$ cat config.mk
export PLATFORM = sky130hd
export DESIGN_NAME = ldq_dispatch_alloc
export DESIGN_NICKNAME = d
export VERILOG_FILES = /design/src/rtl/ldq_dispatch_alloc.sv
export SDC_FILE = /design/constraint.sdc
export NUM_CORES = 1
export LEC_CHECK = 0
export CAP_MARGIN = 20
export CORE_MARGIN = 4
export CORE_UTILIZATION = 30
export DETAILED_ROUTE_END_ITERATION = 7
export DONT_BUFFER_PORTS = 1
export PLACE_DENSITY = 0.51
export SYNTH_ARGS = -nofsm -noshare
export SYNTH_HDL_FRONTEND = slang
export SYNTH_SLANG_ARGS = --single-unit
$ cat constraint.sdc
create_clock -name clk -period 5.5 [get_ports clk]
set_clock_uncertainty 0.1 [all_clocks]
set_input_delay 1.1 -clock clk [delete_from_list [all_inputs] [get_ports clk]]
set_output_delay 1.1 -clock clk [all_outputs]
set_load 0.005 [all_outputs]
$ cat src/rtl/ldq_dispatch_alloc.sv
// ldq_dispatch_alloc: load-queue ID allocator for the dispatch stage.
// Assigns LDQ entries to the load slots of each dispatch bundle and
// owns the head/tail/occupancy registers of the load queue.
// Optional macro LDQ_RETIRE_BYPASS_EN: loads retired this cycle count as
// free space for the bundle being dispatched in the same cycle.
module ldq_dispatch_alloc #(
  parameter int DISPATCH_WIDTH = 4,
  parameter int LDQ_DEPTH      = 32,
  parameter int LDQ_LOG        = 5,
  parameter int RETIRE_WIDTH   = 4,
  localparam int RCW = $clog2(RETIRE_WIDTH + 1),
  localparam int NCW = $clog2(DISPATCH_WIDTH + 1)
) (
  input  logic                              clk,
  input  logic                              reset,
  input  logic                              dispatchValid_i,
  input  logic                              backendStall_i,
  input  logic [DISPATCH_WIDTH-1:0]         instLoad_i,
  input  logic [RCW-1:0]                    retireCnt_i,
  input  logic                              recoverValid_i,
  input  logic [LDQ_LOG:0]                  recoverCnt_i,
  input  logic                              flush_i,
  output logic [DISPATCH_WIDTH*LDQ_LOG-1:0] ldqId_o,
  output logic [DISPATCH_WIDTH*LDQ_LOG-1:0] nextLd_o,
  output logic [NCW-1:0]                    cntLdNew_o,
  output logic                              ldqStall_o,
  output logic                              allocFire_o,
  output logic [LDQ_LOG-1:0]                ldqHead_o,
  output logic [LDQ_LOG-1:0]                ldqTail_o,
  output logic [LDQ_LOG:0]                  ldqCnt_o,
  output logic                              ldqFull_o,
  output logic                              ldqEmpty_o
);

  logic [LDQ_LOG-1:0] head_q;
  logic [LDQ_LOG-1:0] tail_q;
  logic [LDQ_LOG:0]   cnt_q;
  logic [LDQ_LOG-1:0] slot_ptr;
  logic [NCW-1:0]     load_cnt;
  logic [LDQ_LOG+1:0] free_slots;
  logic [LDQ_LOG-1:0] head_ret;
  logic               fire;

  // Walk the bundle oldest-first; each slot sees tail plus the loads ahead of it.
  always_comb begin
    load_cnt = '0;
    slot_ptr = '0;
    ldqId_o  = '0;
    nextLd_o = '0;
    for (int i = 0; i < DISPATCH_WIDTH; i++) begin
      slot_ptr = tail_q + LDQ_LOG'(load_cnt);
      if (instLoad_i[i]) begin
        ldqId_o[i*LDQ_LOG +: LDQ_LOG] = slot_ptr;
        load_cnt = load_cnt + NCW'(1);
      end else begin
        nextLd_o[i*LDQ_LOG +: LDQ_LOG] = slot_ptr;
      end
    end
  end

  // Free space, stall and the all-or-nothing allocation decision.
  always_comb begin
`ifdef LDQ_RETIRE_BYPASS_EN
    free_slots = (LDQ_LOG+2)'(LDQ_DEPTH) - (LDQ_LOG+2)'(cnt_q) + (LDQ_LOG+2)'(retireCnt_i);
`else
    free_slots = (LDQ_LOG+2)'(LDQ_DEPTH) - (LDQ_LOG+2)'(cnt_q);
`endif
    ldqStall_o = dispatchValid_i & ((LDQ_LOG+2)'(load_cnt) > free_slots);
    fire       = dispatchValid_i & ~ldqStall_o & ~backendStall_i & ~flush_i & ~recoverValid_i;
    head_ret   = head_q + LDQ_LOG'(retireCnt_i);
  end

  // Queue pointers: reset, then flush over recovery over normal dispatch/retire.
  always_ff @(posedge clk) begin
    if (!reset) begin
      head_q <= '0;
      tail_q <= '0;
      cnt_q  <= '0;
    end else if (flush_i) begin
      head_q <= head_ret;
      tail_q <= head_ret;
      cnt_q  <= '0;
    end else if (recoverValid_i) begin
      head_q <= head_ret;
      tail_q <= head_q + recoverCnt_i[LDQ_LOG-1:0];
      cnt_q  <= recoverCnt_i - (LDQ_LOG+1)'(retireCnt_i);
    end else begin
      head_q <= head_ret;
      if (fire) begin
        tail_q <= tail_q + LDQ_LOG'(load_cnt);
      end
      cnt_q <= cnt_q + (fire ? (LDQ_LOG+1)'(load_cnt) : '0) - (LDQ_LOG+1)'(retireCnt_i);
    end
  end

  // Registered state views; full and empty are told apart only by the count.
  always_comb begin
    cntLdNew_o  = load_cnt;
    allocFire_o = fire;
    ldqHead_o   = head_q;
    ldqTail_o   = tail_q;
    ldqCnt_o    = cnt_q;
    ldqFull_o   = (cnt_q == (LDQ_LOG+1)'(LDQ_DEPTH));
    ldqEmpty_o  = (cnt_q == '0);
  end

  // Retiring or recovering more loads than the queue holds is a caller bug.
  a_retire_le_cnt: assert property (@(posedge clk) disable iff (!reset)
    (LDQ_LOG+1)'(retireCnt_i) <= cnt_q);
  a_recover_le_cnt: assert property (@(posedge clk) disable iff (!reset)
    recoverValid_i |-> (recoverCnt_i <= cnt_q));
  a_retire_le_recover: assert property (@(posedge clk) disable iff (!reset)
    recoverValid_i |-> ((LDQ_LOG+1)'(retireCnt_i) <= recoverCnt_i));

endmodule
==> results of run 1 <==
-- sequential cells by signal, indices dropped and copies added, names as in the netlist --
| name | cells |
|---|---|
| ldqTail_o | 5 |
| ldqHead_o | 5 |
| ldqCnt_o | 6 |
-- how the worst max path moves through the flow --
stage / slack [ns] / endpoint / from / cells past startpoint
global route: 0.01 / ldqCnt_o[4] / instLoad_i[1] / 21
CTS: 0.26 / ldqCnt_o[5] / instLoad_i[1] / 21
floorplan: -0.01 / ldqCnt_o[5] / instLoad_i[1] / 21
global placement: 0.06 / ldqCnt_o[5] / instLoad_i[1] / 21
finish: 0.28 / ldqCnt_o[5] / instLoad_i[1] / 21
detailed placement: 0.004 / ldqCnt_o[5] / instLoad_i[1] / 21
-- power groups by stage --
| stage | clock network, W | registers [W] | logic, W |
|---|---|---|---|
| after floorplan | 0 | 0.000152 | 0.000258 |
| after global placement | 0 | 0.000172 | 0.000306 |
| after detailed placement | 0 | 0.000172 | 0.000311 |
| after CTS | 0.000106 | 0.000170 | 0.000313 |
| after global routing | 0.000113 | 0.000173 | 0.000356 |
| final | 0.000103 | 0.000168 | 0.000307 |
-- worst min-delay path: stages (launching register included) --
cell     delay [ns]
dfxtp_1        0.42
nand2_1        0.10
a21oi_1        0.06
-- placed cells by master (no fill, tap or decap), types with 11 or more instances in the layout --
master / count
xnor2_1: 18
nor2_1: 29
a21oi_1: 16
dfxtp_1: 16
ha_1: 34
nor2b_1: 19
nand2_1: 16
inv_1: 26
and2_1: 17
xor2_1: 11
-- final cells by class --
type,instances,area share (%)
multi-input cells,226,73.0
inverters,30,4.77
repair buffers,8,2.39
flip-flops and latches,16,12.7
clock buffers,4,2.19
well taps,99,4.92
-- cell families after synthesis --
logic type,Yosys count,share of synthesized area [%]
buf+inv,39,6.83
simple gates,102,23.8
fa+ha+maj,46,28.2
xor+xnor,31,12.3
flops,16,14.1
mux,5,2.26
compound gates,42,12.5
-- metrics by stage --
step / hold WS [ns] / instance area [sq um]
after detailed placement: 0.529 / 2460
after global placement: 0.532 / 2460
final: 0.528 / 2520
after floorplan: 0.427 / 2320
after CTS: 0.550 / 2510
after global routing: 0.587 / 2520
-- routing by layer --
metal	wire, um	vias to the layer above
met5	0	-
met4	40	0
met3	426	2
met2	2590	40
met1	2660	792
li1	-	934
-- what timing repair did --
| action | 4_1_cts | 5_1_grt |
|---|---|---|
| endpoints found under the setup margin | 0 | 1 |
| endpoints found under the hold margin | 0 | 0 |
| gates resized for setup | 0 | 1 |
==> impl_results.md, run 1 <==
- Syn-to-layout area delta: 10.8%
- Headroom to the max-slew limit: about two thirds
- Gpl congestion: around 0.78
- Die Ht: 95.0 um
- Antenna diodes: 0
- Final HPWL DP: slightly below 5 mm
- Hold_buf cts: 0
- Yosys warnings: 0
- Data arrival time of the critical path: 5.28 ns
- CTS buffer count: 3
- Deepest clock path buffer count: 2
- Largest area contributor in the netlist: ha_1
- Router iterations before antenna repair: 4
- CP top delay family: adder cells
- ANT nets after route: 0
- Fill count: a little under 800
- Hold path depth: 2
- Setup WS post-layout: approximately 0.28 ns
- # setup viols final: 0
- Overall routed net length: about 5.7 mm
- RSZ-0062 raised after global routing: no
- Post-synth top area share: 19.8%
- Sequential Power Share: between 20 and 30%
- Net count after synthesis: about 350
- Slowest cell delay on critical path: 0.56 ns
- Sequential area share after synthesis: between 10% and 20%
- Sw Share: about two fifths
- Clock Latency Late Sink: 0.24 ns
- Pins Over Slew Limit: 0
- Asr flop ratio synth: 0%
- Largest net degree at the start of global routing: 15
- H-Tree Level Count: 1
- R2r setup slk: about 1.3 ns
- Hold Crit Endpoint: ldqTail_o[0]
- Fmax achieved: 0.191 GHz
- FF-to-FF Start: ldqCnt_o[0]
- Overflow after GRT: 0
- Total number of vias: 1768
- CTS clk-pin slew, worst paths: roughly 0.070 ns
- Max-Cap Viols: 0
- Layout cells sized above 1: around a tenth
- I/O pins: between 80 and 90
- Setup TNS Final: 0 ns
- Pre-CTS setup slack: roughly 0.0042 ns
- CP required: 5.56 ns
- P per Cell Area: 230 nW/um^2
- Worst-case reg-to-reg path depth: 19
- Mapped Area: roughly 2300 sq um
- Cells along the critical path: clkinvlp_4, ha_4, xor2_2, ha_1, mux2_4, ha_4, nor2b_1, a2bb2oi_1, maj3_2, and3_4, nor4_4, nand2_1, fa_1, inv_1, ha_1, a21o_1, a21o_1, a21oi_1, o21bai_1, xor2_1, a211oi_1
- Unique cell type count in the Yosys netlist: 39
- Number of nets in the layout: around 350
- Die X: between 90 and 100 um
- M1 GR Usage: 17.1%
- CP bufs+invs: 2
- Reg-to-reg critical path endpoint: ldqCnt_o[5]
- TritonCTS sink count: 16
- Hold crit path type: register to register
- Initial Util: between 30% and 40%
- Min cycle time layout: roughly 5.2 ns
- Final Hold Fails: 0
- Worst path slowest cell: fa_1
- DR iter-0 viols: 79
- Total track usage: between 10% and 20%
- Logic pwr share: a little over half
- Net switching power: 0.000234 W
- Tot Pwr: between 0.0005 and 0.0006 W
- CTS tree: done
- Peak supply drop: approximately 0.15 mV
- Avg Inst Size Synth: 8.09 sq um
- Synth area leaders: ha_1 (20%), dfxtp_1 (14%), fa_1 (7.9%)
- Mapped Cells: 281
- CP startpoint kind: input port
- Internal power: roughly 0.00034 W
- Via density: between 4 and 5
- Outcome: finished, final reports clean
- Vias in the first global route: approximately 1700
- First-pass GRT wire length: approximately 9 mm
- Synth Register Bits: 16
- Register area: 320 sq um
- Footprint of the multi-input gates: between 1500 and 2000 sq um
- CP endpoint kind: register
- Synth cell count leaders: ha_1 (36), nor2_1 (29), inv_1 (28), nor2b_1 (19), xnor2_1 (18)
- Setup Fix Bufs, Post-CTS: 0
- Root Driver: clkbuf_8
- Crit-path max FO: 8
- Crit path kind: input port to register
- Initial antenna violation count: 0
- Num rows: 31
- Worst Tran Pin Value: around 0.50 ns
- Gr busiest metal: met2
- Post-synth EDFFs: 0
- Non-Filler Instances: ~380
- Post-route clock period utilization: around 95%
- Util after Layout: roughly a third
- Most common cell in the synthesized netlist: ha_1
- Die area: approximately 9000 sq um
- Hold_sp: ldqTail_o[0]
- Number of remaining DRC errors: 0
- Global-route met2 utilization: 20.1%
- Port Buffers: 0
- Post-Place Cells: between 300 and 400
- Synth Flop Type: dfxtp_1
- Core Footprint: about 7300 sq um
- Pleak: approximately 1.1 nW
- Clock power frac: between 10% and 20%
- Met3 Usage GRT: under 10%
- Wire per inst: about 15 um
Note: power is estimated with default switching activity, not from simulation.
==> inputs of run 2 (changes only) <==
--- a/config.mk
+++ b/config.mk
@@ -10,7 +10,7 @@
 export CORE_UTILIZATION = 30
 export DETAILED_ROUTE_END_ITERATION = 7
 export DONT_BUFFER_PORTS = 1
-export PLACE_DENSITY = 0.51
+export PLACE_DENSITY = 0.54
 export SYNTH_ARGS = -nofsm -noshare
 export SYNTH_HDL_FRONTEND = slang
 export SYNTH_SLANG_ARGS = --single-unit
==> run 2 against run 1 <==
Final area shrank 1.0%. Critical path depth unchanged. Non-clock buffer count fell by 1. Via count is 3.3% higher. Sequential power barely moved. Largest cell class unchanged.
==> impl_results.md, run 2 (synthesized netlist as in run 1, its figures left out) <==
- Outcome: finished, final reports clean
- Num rows: 31
- RSZ-0062 raised after global routing: no
- Hold_sp: ldqHead_o[3]
- Critical Path Source: instLoad_i[0]
- Headroom to the max-slew limit: 65.1%
- Crit-path max FO: 9
- Via density: roughly 4.8
- Syn-to-layout area delta: 9.64%
- Number of remaining DRC errors: 0
- Fmax achieved: 0.191 GHz
- DR iter-0 viols: 62
- I/O pins: between 80 and 90
- First-pass GRT wire length: around 9.0 mm
- Final non-filler cell area: ~2500 sq um
- Total track usage: ~13%
- Vias in the first global route: 1804
- Max-Cap Viols: 0
- CP required: between 5 and 6 ns
- CTS buffer count: 3
- Hold crit path type: register to register
- CP endpoint kind: register
- Setup Fix Bufs, Post-CTS: 0
- Total number of vias: 1827
- Min cycle time layout: between 5 and 6 ns
- Non-Filler Instances: between 300 and 400
- Post-Place Cells: 378
- Hold path depth: 2
- FF-to-FF Start: ldqCnt_o[0]
- Data arrival time of the critical path: roughly 5.3 ns
- Largest net degree at the start of global routing: 15
- Worst-case reg-to-reg path depth: 19
- Die Ht: around 95 um
- # setup viols final: 0
- Post_cts resized: 0
- ANT nets after route: 0
- Worst Tran Pin Value: about 0.52 ns
- Most frequent cells in the layout: ha_1 (34), nor2_1 (29), inv_1 (26), nor2b_1 (19), xnor2_1 (18)
- Initial antenna violation count: 0
- Die X: between 90 and 100 um
- Cell Area, Placed: about 2400 sq um
- TritonCTS sink count: 16
- Layout cells sized above 1: under 10%
- Overflow after GRT: 0
- Crit path kind: input port to register
- Root Driver: clkbuf_8
- CTS tree: done
- Port Buffers: 0
- Fill count: 806
- Tot Pwr: between 0.0005 and 0.0006 W
- Util after Layout: around 34%
- Final Hold Fails: 0
- Peak supply drop: 0.140 mV
- Gpl congestion: just over 0.8
- Commonest non-fill, non-tap cell in the layout: ha_1
- H-Tree Level Count: 1
- Clock Latency Late Sink: ~0.25 ns
- Core Footprint: ~7300 sq um
- Pins Over Slew Limit: 0
- Initial Util: a little over 30%
- Hold_buf cts: 0
- Final HPWL DP: 4.82 mm
- CTS clk-pin slew, worst paths: around 0.060 ns
- Router iterations before antenna repair: 5
- Antenna diodes: 0
- Wire per inst: 14.8 um
- Overall routed net length: between 5 and 6 mm
- Die area: 9030 sq um
- CP startpoint kind: input port
- Deepest clock path buffer count: 2
- Flip-flop count of the largest register after layout: 6
- Post-route clock period utilization: around 95%
- Pleak: around 1.1 nW
- Number of nets in the layout: roughly 350
- P per Cell Area: 225 nW/um^2
## run 2: changes by cell type in the layout (fill, tap and decap cells not counted)
cell / before / now
a211oi_1: 4 / 5
a211oi_2: 1 / 0
buf_4: 8 / 7
clkbuf_8: 4 / 3
## run 2: worst max-delay path: stages
cell	delay [ns]
clkinvlp_4	0.10
ha_4	0.31
xor2_2	0.14
ha_1	0.25
mux2_4	0.28
ha_4	0.21
nor2b_1	0.12
a2bb2oi_1	0.13
maj3_2	0.33
and3_4	0.17
nor4_4	0.26
nand2_1	0.11
fa_1	0.56
inv_1	0.05
ha_1	0.28
a21o_1	0.16
a21o_1	0.17
a21oi_1	0.13
o21bai_1	0.10
xor2_1	0.15
a211oi_1	0.19
## run 2: layer usage
layer	part of all wire [%]	global-route usage [%]
met2	45	19.4
met5	0	0
met3	8.4	3.79
met4	1.1	4.21
met1	45	16.9
## run 2: stage by stage
stage	setup TNS (ns)	worst slack, ns	hold WS [ns]
after floorplan	-0.0141	-0.0141	0.427
after global placement	0	0.0676	0.521
after detailed placement	-0.00980	-0.00980	0.539
after CTS	0	0.257	0.550
after global routing	0	0.0369	0.582
final	0	0.257	0.537
## run 2: final cells by class
cell class,instances,area [sq um],area share [%]
multi-input combinational,226,1830,73.6
sequential,16,320,12.9
inverter,30,120,4.82
timing repair buffer,7,52.6,2.11
clock buffer,3,41.3,1.66
tap,99,124,4.97
## run 2: final timing paths
check / slack, ns / endpoint
min: 0.54 / ldqHead_o[3]
max reg2reg: 1.25 / ldqCnt_o[5]
min reg2reg: 0.54 / ldqHead_o[3]
max: 0.26 / ldqCnt_o[5]
## run 2: power by group
part / switching, W / internal, W / total (W) / leakage [nW]
registers: 0.0000354 / 0.000132 / 0.000167 / 0.132
logic: 0.000157 / 0.000147 / 0.000304 / 0.965
clock network: 0.0000400 / 0.0000486 / 0.0000885 / 0.0216
total: 0.000232 / 0.000328 / 0.000560 / 1.12
==> inputs of run 3 (changes only) <==
==> constraint.sdc (replaced) <==
create_clock -name clk -period 4.7 [get_ports clk]
set_clock_uncertainty 0.1 [all_clocks]
set_input_delay 0.94 -clock clk [delete_from_list [all_inputs] [get_ports clk]]
set_output_delay 0.94 -clock clk [all_outputs]
set_load 0.005 [all_outputs]
==> run 3 against run 2 <==
Core utilization rose by 3.7 points. Via count rose by 3.2%. The flow now finishes with violations (negative setup slack). Setup slack got worse by 0.49 ns. Critical path depth did not move. Global-route usage rose by 0.24 points.
==> impl_results.md, run 3 (synthesized netlist as in run 1, its figures left out) <==
- Metal3 WL: ~370 um
- Tot Pwr: roughly 0.00073 W
- Root Driver: clkbuf_8
- CTS clk-pin slew, worst paths: around 0.060 ns
- Overflow after GRT: 0
- Headroom to the max-slew limit: a little over three fifths
- RSZ-0062 raised after global routing: yes
- Clock power frac: 14.0%
- CP endpoint kind: register
- Initial antenna violation count: 0
- Net switching power: about 0.00030 W
- Max-Cap Viols: 0
- Hold_ws: approximately 0.52 ns
- Sw Share: approximately two fifths
- Pins Over Slew Limit: 0
- Peak supply drop: 0.166 mV
- Via density: between 4 and 5
- P per Cell Area: ~270 nW/um^2
- Port Buffers: 0
- Min cycle time layout: between 4 and 5 ns
- Failing checks: negative setup slack
- Router iterations before antenna repair: 5
- I/O pins: 82
- Post-route clock period utilization: 105%
- Met2 routed WL: approximately 2.8 mm
- Antenna diodes: 0
- Fmax achieved: slightly above 0.2 GHz
- Die Ht: 95.0 um
- Logic pwr share: 59.1%
- Flip-flop count of the largest register after layout: 6
- CTS tree: done
- Overall routed net length: 5.94 mm
- Sequential Power Share: about 27%
- Die X: roughly 95 um
- Total number of vias: roughly 1900
- Crit-path max FO: 8
- First-pass GRT wire length: about 9 mm
- Max Used Layer: met4
- Outcome: finished, violations left
- Crit path kind: input port to register
- Worst path slowest cell: fa_1
- Vias in the first global route: ~1900
- M1 WL: around 2.7 mm
- Largest net degree at the start of global routing: 15
- Slowest cell delay on critical path: roughly 0.50 ns
- CP required: between 4 and 5 ns
- DR iter-0 viols: approximately 80
- CP startpoint kind: input port
- Data arrival time of the critical path: 5.00 ns
- Hold crit path type: register to register
- Die area: between 9000 and 10000 sq um
- Syn-to-layout area delta: 21.4%
- Setup WS post-layout: -0.235 ns
- Number of nets in the layout: roughly 370
- Most frequent cells in the layout: ha_1 (31), nor2_1 (29), buf_4 (26), inv_1 (23), nor2b_1 (18)
- Initial Util: a little under a third
- TritonCTS sink count: 16
- Internal power: 0.000435 W
- Wire per inst: ~15 um
- Total track usage: about an eighth
- Gpl congestion: 0.807
- Final Hold Fails: 0
- Cells along the critical path: clkinvlp_4, ha_4, xor2_2, ha_1, mux2_4, ha_4, nor2b_4, a2bb2oi_2, maj3_2, and3_4, nor4_4, nand2_1, fa_1, inv_1, ha_1, a21o_1, a21o_1, a21oi_2, o21bai_1, xor2_1, a211oi_1
- CTS buffer count: 3
- Commonest non-fill, non-tap cell in the layout: ha_1
- ANT nets after route: 0
- Worst Tran Pin Value: 0.546 ns
- Layout cells sized above 1: between 20 and 25%
- Core Footprint: approximately 7300 sq um
- Final HPWL DP: ~4.9 mm
- # setup viols final: 4
- Deepest clock path buffer count: 2
- Num rows: 31
- Clock Latency Late Sink: 0.25 ns
- H-Tree Level Count: 1
- Number of remaining DRC errors: 0
- Pleak: between 1 and 1.5 nW
==> run 3: cell type report <==
cell class | count | area, sq um
Clock buffer | 3 | 41.3
Fill cell | 784 | 4530
Inverter | 30 | 120
Multi-Input combinational cell | 226 | 1950
Sequential cell | 16 | 320
Tap cell | 99 | 124
Timing Repair Buffer | 27 | 206
==> run 3: power by group through the flow <==
stage | logic (W) | registers [W] | clock network, W
2_1_floorplan | 0.000303 | 0.000178 | 0
3_3_place_gp | 0.000375 | 0.000201 | 0
3_5_place_dp | 0.000381 | 0.000201 | 0
4_1_cts | 0.000411 | 0.000198 | 0.000107
5_1_grt | 0.000489 | 0.000203 | 0.000113
6_report | 0.000433 | 0.000197 | 0.000103
==> run 3: worst paths after layout <==
path                       from      endpoint  slack [ns]  cells after the start
setup reg to reg    ldqCnt_o[0]   ldqCnt_o[5]        0.52                     19
setup / recovery  instLoad_i[1]   ldqCnt_o[5]       -0.24                     21
hold / removal     ldqTail_o[0]  ldqTail_o[0]        0.52                      2
hold reg to reg    ldqTail_o[0]  ldqTail_o[0]        0.52                      2
==> run 3: worst max-delay path: cells and delay by family <==
family	cells	cell delay, ns
multiplexers	1	0.28
AND/OR/NAND/NOR	4	0.64
XOR/XNOR	2	0.31
buffers and inverters	2	0.13
adder cells (fa/ha/maj)	6	1.82
AO/OA/AOI/OAI	6	0.84
==> run 3: layer usage <==
metal	GRT usage (%)	vias to the layer above
met5	0	-
met4	3.85	0
met3	2.84	6
met2	20.7	46
met1	17.2	862
li1	-	972
==> run 3: per-stage QoR <==
stage | area [sq um] | cells | util [%] | setup slack, ns | setup TNS (ns)
detailed placement | 2550 | 390 | 34.9 | -0.608 | -2.20
global route | 2760 | 401 | 37.8 | -0.412 | -1.45
CTS | 2680 | 399 | 36.8 | -0.235 | -0.815
floorplan | 2320 | 281 | - | -0.634 | -1.69
finish | 2760 | 401 | 37.8 | -0.235 | -0.782
global placement | 2550 | 390 | 34.9 | -0.529 | -1.85
==> run 3: repair_timing <==
item,CTS,global route
setup buffers,6,2
pin swaps,10,3
endpoints found under the setup margin,4,5
gates resized for setup,10,9
hold buffers,0,0
